File: src/rtl/control_unit.sv
// RV32I main decoder: turns opcode/funct3/funct7 into datapath selects, ALU op
// and memory/writeback/branch strobes, all registered for one cycle of latency.
module control_unit (
    input  logic       clk,
    input  logic       rst,
    input  logic [6:0] opcode,
    input  logic [2:0] funct3,
    input  logic [6:0] funct7,
    output logic [1:0] alu_src_a,
    output logic [1:0] alu_src_b,
    output logic [1:0] mem_to_reg,
    output logic [3:0] alu_control,
    output logic       regwrite,
    output logic       mem_read,
    output logic       mem_write,
    output logic       branch,
    output logic       jump
);

    localparam logic [6:0] OP_R      = 7'b0110011;
    localparam logic [6:0] OP_I_ALU  = 7'b0010011;
    localparam logic [6:0] OP_LOAD   = 7'b0000011;
    localparam logic [6:0] OP_STORE  = 7'b0100011;
    localparam logic [6:0] OP_BRANCH = 7'b1100011;
    localparam logic [6:0] OP_LUI    = 7'b0110111;
    localparam logic [6:0] OP_AUIPC  = 7'b0010111;
    localparam logic [6:0] OP_JAL    = 7'b1101111;
    localparam logic [6:0] OP_JALR   = 7'b1100111;

    localparam logic [6:0] F7_BASE   = 7'b0000000;
    localparam logic [6:0] F7_ALT    = 7'b0100000;

    localparam logic [3:0] ALU_AND   = 4'b0000;
    localparam logic [3:0] ALU_OR    = 4'b0001;
    localparam logic [3:0] ALU_ADD   = 4'b0010;
    localparam logic [3:0] ALU_XOR   = 4'b0011;
    localparam logic [3:0] ALU_SLL   = 4'b0100;
    localparam logic [3:0] ALU_SLTU  = 4'b0101;
    localparam logic [3:0] ALU_SUB   = 4'b0110;
    localparam logic [3:0] ALU_SLT   = 4'b0111;
    localparam logic [3:0] ALU_SRL   = 4'b1000;
    localparam logic [3:0] ALU_SRA   = 4'b1001;
    localparam logic [3:0] ALU_INV   = 4'b1111;

    localparam logic [1:0] SRC_A_RS1  = 2'b00;
    localparam logic [1:0] SRC_A_PC   = 2'b01;
    localparam logic [1:0] SRC_A_ZERO = 2'b10;
    localparam logic [1:0] SRC_B_RS2  = 2'b00;
    localparam logic [1:0] SRC_B_IMM  = 2'b01;
    localparam logic [1:0] WB_ALU     = 2'b00;
    localparam logic [1:0] WB_LOAD    = 2'b01;
    localparam logic [1:0] WB_PC4     = 2'b10;

    logic [1:0] alu_src_a_d,   alu_src_a_q;
    logic [1:0] alu_src_b_d,   alu_src_b_q;
    logic [1:0] mem_to_reg_d,  mem_to_reg_q;
    logic [3:0] alu_control_d, alu_control_q;
    logic       regwrite_d,    regwrite_q;
    logic       mem_read_d,    mem_read_q;
    logic       mem_write_d,   mem_write_q;
    logic       branch_d,      branch_q;
    logic       jump_d,        jump_q;

    logic [3:0] base_op;
    logic [3:0] branch_op;

    // Shared funct3 map for R-type with funct7=0 and I-type arithmetic.
    always_comb begin
        base_op = ALU_ADD;
        case (funct3)
            3'b000:  base_op = ALU_ADD;
            3'b001:  base_op = ALU_SLL;
            3'b010:  base_op = ALU_SLT;
            3'b011:  base_op = ALU_SLTU;
            3'b100:  base_op = ALU_XOR;
            3'b101:  base_op = ALU_SRL;
            3'b110:  base_op = ALU_OR;
            default: base_op = ALU_AND;
        endcase
    end

    always_comb begin
        branch_op = ALU_INV;
        case (funct3)
            3'b000, 3'b001: branch_op = ALU_SUB;
            3'b100, 3'b101: branch_op = ALU_SLT;
            3'b110, 3'b111: branch_op = ALU_SLTU;
            default:        branch_op = ALU_INV;
        endcase
    end

    // Any unrecognised encoding leaves the safe default set untouched.
    always_comb begin
        alu_src_a_d   = SRC_A_RS1;
        alu_src_b_d   = SRC_B_RS2;
        mem_to_reg_d  = WB_ALU;
        alu_control_d = ALU_INV;
        regwrite_d    = 1'b0;
        mem_read_d    = 1'b0;
        mem_write_d   = 1'b0;
        branch_d      = 1'b0;
        jump_d        = 1'b0;

        case (opcode)
            OP_R: begin
                if (funct7 == F7_BASE) begin
                    alu_control_d = base_op;
                    regwrite_d    = 1'b1;
                end else if (funct7 == F7_ALT && funct3 == 3'b000) begin
                    alu_control_d = ALU_SUB;
                    regwrite_d    = 1'b1;
                end else if (funct7 == F7_ALT && funct3 == 3'b101) begin
                    alu_control_d = ALU_SRA;
                    regwrite_d    = 1'b1;
                end
            end
            OP_I_ALU: begin
                if (funct3 != 3'b101 || funct7 == F7_BASE || funct7 == F7_ALT) begin
                    alu_src_b_d   = SRC_B_IMM;
                    regwrite_d    = 1'b1;
                    alu_control_d = (funct3 == 3'b101 && funct7 == F7_ALT) ? ALU_SRA : base_op;
                end
            end
            OP_LOAD: begin
                alu_src_b_d   = SRC_B_IMM;
                mem_to_reg_d  = WB_LOAD;
                alu_control_d = ALU_ADD;
                regwrite_d    = 1'b1;
                mem_read_d    = 1'b1;
            end
            OP_STORE: begin
                alu_src_b_d   = SRC_B_IMM;
                alu_control_d = ALU_ADD;
                mem_write_d   = 1'b1;
            end
            OP_BRANCH: begin
                if (branch_op != ALU_INV) begin
                    alu_control_d = branch_op;
                    branch_d      = 1'b1;
                end
            end
            OP_LUI: begin
                alu_src_a_d   = SRC_A_ZERO;
                alu_src_b_d   = SRC_B_IMM;
                alu_control_d = ALU_ADD;
                regwrite_d    = 1'b1;
            end
            OP_AUIPC: begin
                alu_src_a_d   = SRC_A_PC;
                alu_src_b_d   = SRC_B_IMM;
                alu_control_d = ALU_ADD;
                regwrite_d    = 1'b1;
            end
            OP_JAL: begin
                alu_src_a_d   = SRC_A_PC;
                alu_src_b_d   = SRC_B_IMM;
                mem_to_reg_d  = WB_PC4;
                alu_control_d = ALU_ADD;
                regwrite_d    = 1'b1;
                jump_d        = 1'b1;
            end
            OP_JALR: begin
                alu_src_b_d   = SRC_B_IMM;
                mem_to_reg_d  = WB_PC4;
                alu_control_d = ALU_ADD;
                regwrite_d    = 1'b1;
                jump_d        = 1'b1;
            end
            default: ;
        endcase
    end

    always_ff @(posedge clk) begin
        if (rst) begin
            alu_src_a_q   <= SRC_A_RS1;
            alu_src_b_q   <= SRC_B_RS2;
            mem_to_reg_q  <= WB_ALU;
            alu_control_q <= ALU_INV;
            regwrite_q    <= 1'b0;
            mem_read_q    <= 1'b0;
            mem_write_q   <= 1'b0;
            branch_q      <= 1'b0;
            jump_q        <= 1'b0;
        end else begin
            alu_src_a_q   <= alu_src_a_d;
            alu_src_b_q   <= alu_src_b_d;
            mem_to_reg_q  <= mem_to_reg_d;
            alu_control_q <= alu_control_d;
            regwrite_q    <= regwrite_d;
            mem_read_q    <= mem_read_d;
            mem_write_q   <= mem_write_d;
            branch_q      <= branch_d;
            jump_q        <= jump_d;
        end
    end

    assign alu_src_a   = alu_src_a_q;
    assign alu_src_b   = alu_src_b_q;
    assign mem_to_reg  = mem_to_reg_q;
    assign alu_control = alu_control_q;
    assign regwrite    = regwrite_q;
    assign mem_read    = mem_read_q;
    assign mem_write   = mem_write_q;
    assign branch      = branch_q;
    assign jump        = jump_q;

endmodule

File: config.mk
export PLATFORM = sky130hd
export DESIGN_NAME = control_unit
export DESIGN_NICKNAME = d
export VERILOG_FILES = /design/src/rtl/control_unit.sv
export SDC_FILE = /design/constraint.sdc
export NUM_CORES = 1
export LEC_CHECK = 0
export CORE_AREA = 2 2 47 49
export CTS_CLUSTER_SIZE = 30
export DETAILED_ROUTE_END_ITERATION = 10
export DIE_AREA = 0 0 49 51
export PLACE_DENSITY = 0.72
export RECOVER_POWER = 50
export SKIP_LAST_GASP = 1
export SLEW_MARGIN = 20
export SYNTH_ARGS = -nofsm -noshare
export SYNTH_HDL_FRONTEND = slang
export SYNTH_SLANG_ARGS = --single-unit
File: constraint.sdc
create_clock -name clk -period 2.52 [get_ports clk]
set_clock_uncertainty 0.05 [all_clocks]
set_input_delay 0.504 -clock clk [delete_from_list [all_inputs] [get_ports clk]]
set_output_delay 0.504 -clock clk [all_outputs]
set_load 0.03 [all_outputs]
# After elaboration in Yosys (flattened, before gate mapping)
# Cells that the tools add are included.
# op_classes
bitwise_logic,1
reduce_logical,14
muxes,22
n_eq_ne,19
# ops
cell,n
"7-bit by 6-bit == test with 1-bit output, second input constant",4
4-bit one-hot mux with 7 select lines,1
"7-bit == test, second input constant",3
4-bit 2-to-1 mux,5
4-bit one-hot mux with 4 select lines,1
"7-bit by 5-bit == test with 1-bit output, second input constant",2
"3-bit == test, second input constant",4
4-bit one-hot mux with 3 select lines,1
2-bit OR reduction,6
1-bit 2-to-1 mux,9
2-bit one-hot mux with 2 select lines,2
"7-bit by 2-bit == test with 1-bit output, second input constant",1
7-bit zero test,1
"3-bit by 2-bit == test with 1-bit output, second input constant",2
6-bit OR reduction,1
5-bit OR reduction,1
"4-bit != test, second input constant",1
"3-bit by 1-bit == test with 1-bit output, second input constant",1
3-bit zero test,1
3-bit 2-to-1 mux,1
"3-bit != test, second input constant",1
1-bit one-hot mux with 3 select lines,1
1-bit logical AND,2
1-bit logical OR,2
2 further kinds,2
# totals
regBits,15
output_inout_bits,15

# Longest topological paths before layout
# logic_depth
depth_word,6
ltp_mapped,6
depth_no_buf,5

# Least setup slack after synthesis
# No wires, ideal clock.
# synth_timing
kind,input-to-reg
from,input port funct7[1]
to,"register alu_control_q[1], in the netlist alu_control[1]"
t_required_ns,2.348
slack_ns,0.410
stages,5
n_path_buf,0
arrival_ns,1.939
cell_sequence,or4_4 -> or3_4 -> a21boi_2 -> o221ai_1 -> a221o_1
# synth_between
elab_chain_cells,6
word_cells_on_any_way,12
# synth_lines
element,line,rtl
start: declaration,8,"input logic [6:0] funct7,"
7-bit by 6-bit == test with 1-bit output,--,
1-bit logical AND,"112, 121",
3-bit 2-to-1 mux,112,end else if (funct7 == F7_ALT && funct3 == 3'b101) begin
4-bit 2-to-1 mux,109,end else if (funct7 == F7_ALT && funct3 == 3'b000) begin
4-bit 2-to-1 mux,106,if (funct7 == F7_BASE) begin
4-bit one-hot mux with 4 select lines *,104,case (opcode)
end signal: assignment,188,alu_control_q <= alu_control_d;
end: declaration,57,"logic [3:0] alu_control_d, alu_control_q;"
# Mark *: on every way between the ends. The rest lies on a longest branch, timed or not.
# A chain may end at the register's enable or synchronous reset.

# Worst setup path after layout
# Same ends and word-level chain as after synthesis.

==> summary.md <==
| Metric | Value |
|---|---|
| Hold Buf Count CTS | `0` |
| Mux contribution to synthesized area | `0%` |
| Clock Root Buffer | `clkbuf_4` |
| Critical path class | `input port to register` |
| H-tree levels | `1` |
| Clock buffer depth | `2` |
| DP HPWL | `1372 um` |
| DRC viols | `0` |
| Largest net degree at the start of global routing | `15` |
| Synth Flop Type | `dfxtp_1` |
| Buffers added on ports | `32` |
| Starting DRT DRC Count | `15` |
| Max-cap violations | `0` |
| CP peak stage delay | `0.54 ns` |
| Total Power | `0.4692 mW` |
| CP cell instances | `clkdlybuf4s50_1 -> or4_4 -> or3_4 -> a21boi_2 -> o221ai_1 -> a221o_1` |
| Post-Layout Inst Area | `1142 um^2` |
| Core outline area | `2063 um^2` |
| Seq cells post-synth | `14` |
| Average size of a mapped cell | `7.709 um^2` |
| Clock sink total | `14` |
| Period minus WS final | `2.276 ns` |
| Tot GR Track Use | `15.34%` |
| Post-CTS Setup Inserts | `0` |
| Pwr Density | `410.7 nW/um^2` |
| Mapped Nets | `118` |
| Non-Filler Instances | `159` |
| Post-synth EDFFs | `0` |
| Max reg flops | `4` |
| Vias | `839` |
| First-pass GRT wire length | `3015 um` |
| Mapped cell area | `763.2 um^2` |
| Worst EP required | `2.64 ns` |
| Post-synth ARST share | `0%` |
| Xor/xnor share of the synthesized area | `0%` |
| Initial Utilization | `36.99%` |
| Yosys warns | `0` |
| Simple-gate portion of the synthesized area | `35.08%` |
| Final wirelength | `1776 um` |
| Reg clk slew, reported paths | `0.08 ns` |
| Maximum VDD drop | `0.1924 mV` |
| Grt total ovfl | `0` |
| Distinct cells, synth | `37` |
| Adder-cell share of the synthesized area | `0%` |
| Nets | `151` |
| Ant diodes | `0` |
| Die ar. | `2499 um^2` |
| DR vias/cell | `5.277` |
| Top cells by area, synth | `dfxtp_1, nor2_1, a21oi_1` |
| Share of layout cells above drive strength 1 | `8.397%` |
| Worst slack at placement | `-0.04969 ns` |
| TNS Setup | `0 ns` |
| Area Overhead vs Synth | `49.67%` |
| Fin crit share | `90.30%` |
| Post-layout util | `55.37%` |
| CP arrival | `2.39 ns` |
| Placed cell count | `155` |
| Crit. End Element | `register` |
| Number of global-route vias before repair | `707` |
| Share of the synthesized area in the top cell type | `36.72%` |
| FILL cells | `199` |
| I/O pin count | `34` |
| Fin. Hold Viols | `0` |
| Post-Syn Instances | `99` |
| Post-synthesis sequential area ratio | `36.72%` |
| GPL Wtd Cong | `0.8272` |
| Unrepaired setup endpoints after global routing | `no` |
| Sequential Area | `280.3 um^2` |
| Final ANT Viol Nets | `0` |
| # rows | `17` |
| Status | `complete, no violations` |
| Synth area leader | `dfxtp_1` |
| Compound-gate portion of the synthesized area | `23.61%` |
| Commonest cells in the netlist | `nor2_1, dfxtp_1, nand2_1, a21oi_1, nor3_1` |
| WP buf/inv | `1` |
| Multi-input logic area | `451.7 um^2` |
| Drt wl/cell | `11.17 um` |
| Main combinational cell family by area after synthesis | `simple AND/OR/NAND/NOR gates` |
| Hold crit path type | `input port to register` |
| Hold Worst Slack | `0.7842 ns` |
| TritonCTS clock tree | `yes` |
| Leakage | `0.4204 nW` |
| Crit path max fanout | `3` |
| Peak Freq | `439.4 MHz` |
| Slowest CP cell | `or4_4` |
| DIE HEIGHT | `51 um` |
| Setup violations, final | `0` |
| Post-CTS sizing | `0` |
| Final Slew Violations | `0` |
| Setup ws final | `0.2443 ns` |
| Inserted Clock Buffers | `3` |
| Die width | `49 um` |
| Top Family by Delay on Critical Path | `simple AND/OR/NAND/NOR gates` |
| CP Launch Type | `input port` |
| Initial antenna violation count | `0` |
| Top-count cell post-synth | `nor2_1` |
| Post-DP Area | `1106 um^2` |
| TritonRoute pass-1 iters | `4` |
metal layers:
metal	global-route usage [%]	vias to the layer above	wire length [um]
li1	-	429	-
met1	17.03	371	784
met2	26.71	35	854
met3	4.678	4	120
met4	7.619	0	17
met5	0	-	0
power by group:
group          internal (mW)  leakage, nW  switching (mW)
Sequential             0.223        0.113        0.000531
Clock                 0.0879       0.0210          0.0688
Combinational         0.0436        0.286          0.0452
Total                  0.355        0.420           0.115
path summary, 6_finish.rpt:
kind,from,endpoint,slack (ns),cells after the start
worst max-delay path,funct7[1],alu_control[1]$_SDFF_PP1_,0.24,6
worst min-delay path,opcode[1],regwrite$_SDFF_PP0_,0.78,3
cell families after synthesis:
logic type | Yosys count
AOI/OAI and AO/OA | 26
buffers and inverters | 7
DFF | 14
other | 1
and+or+nand+nor | 51
worst min-delay path: cells and delay by family:
kind,cells,cell delay (ns)
AO/OA/AOI/OAI,1,0.06
buffers and inverters,1,0.42
AND/OR/NAND/NOR,1,0.09
final cells by class:
type / count / share of cell area (%)
tap: 28 / 3.067
timing repair buffer: 34 / 29.35
clock buffer: 4 / 3.176
inverter: 1 / 0.3286
multi-input combinational: 78 / 39.54
sequential: 14 / 24.53
placed cells by master, fill, tap and decap left out, types with 3 or more instances in the layout:
cell and n:
nand3_1 4, nor3_1 6, o21ai_0 5, dfxtp_1 14
dlygate4sd3_1 9, nor2_1 16, nand2_1 8, clkbuf_4 3
nor2b_1 3, clkdlybuf4s50_1 23, a21oi_1 6
(Power assumes the default switching activity.)
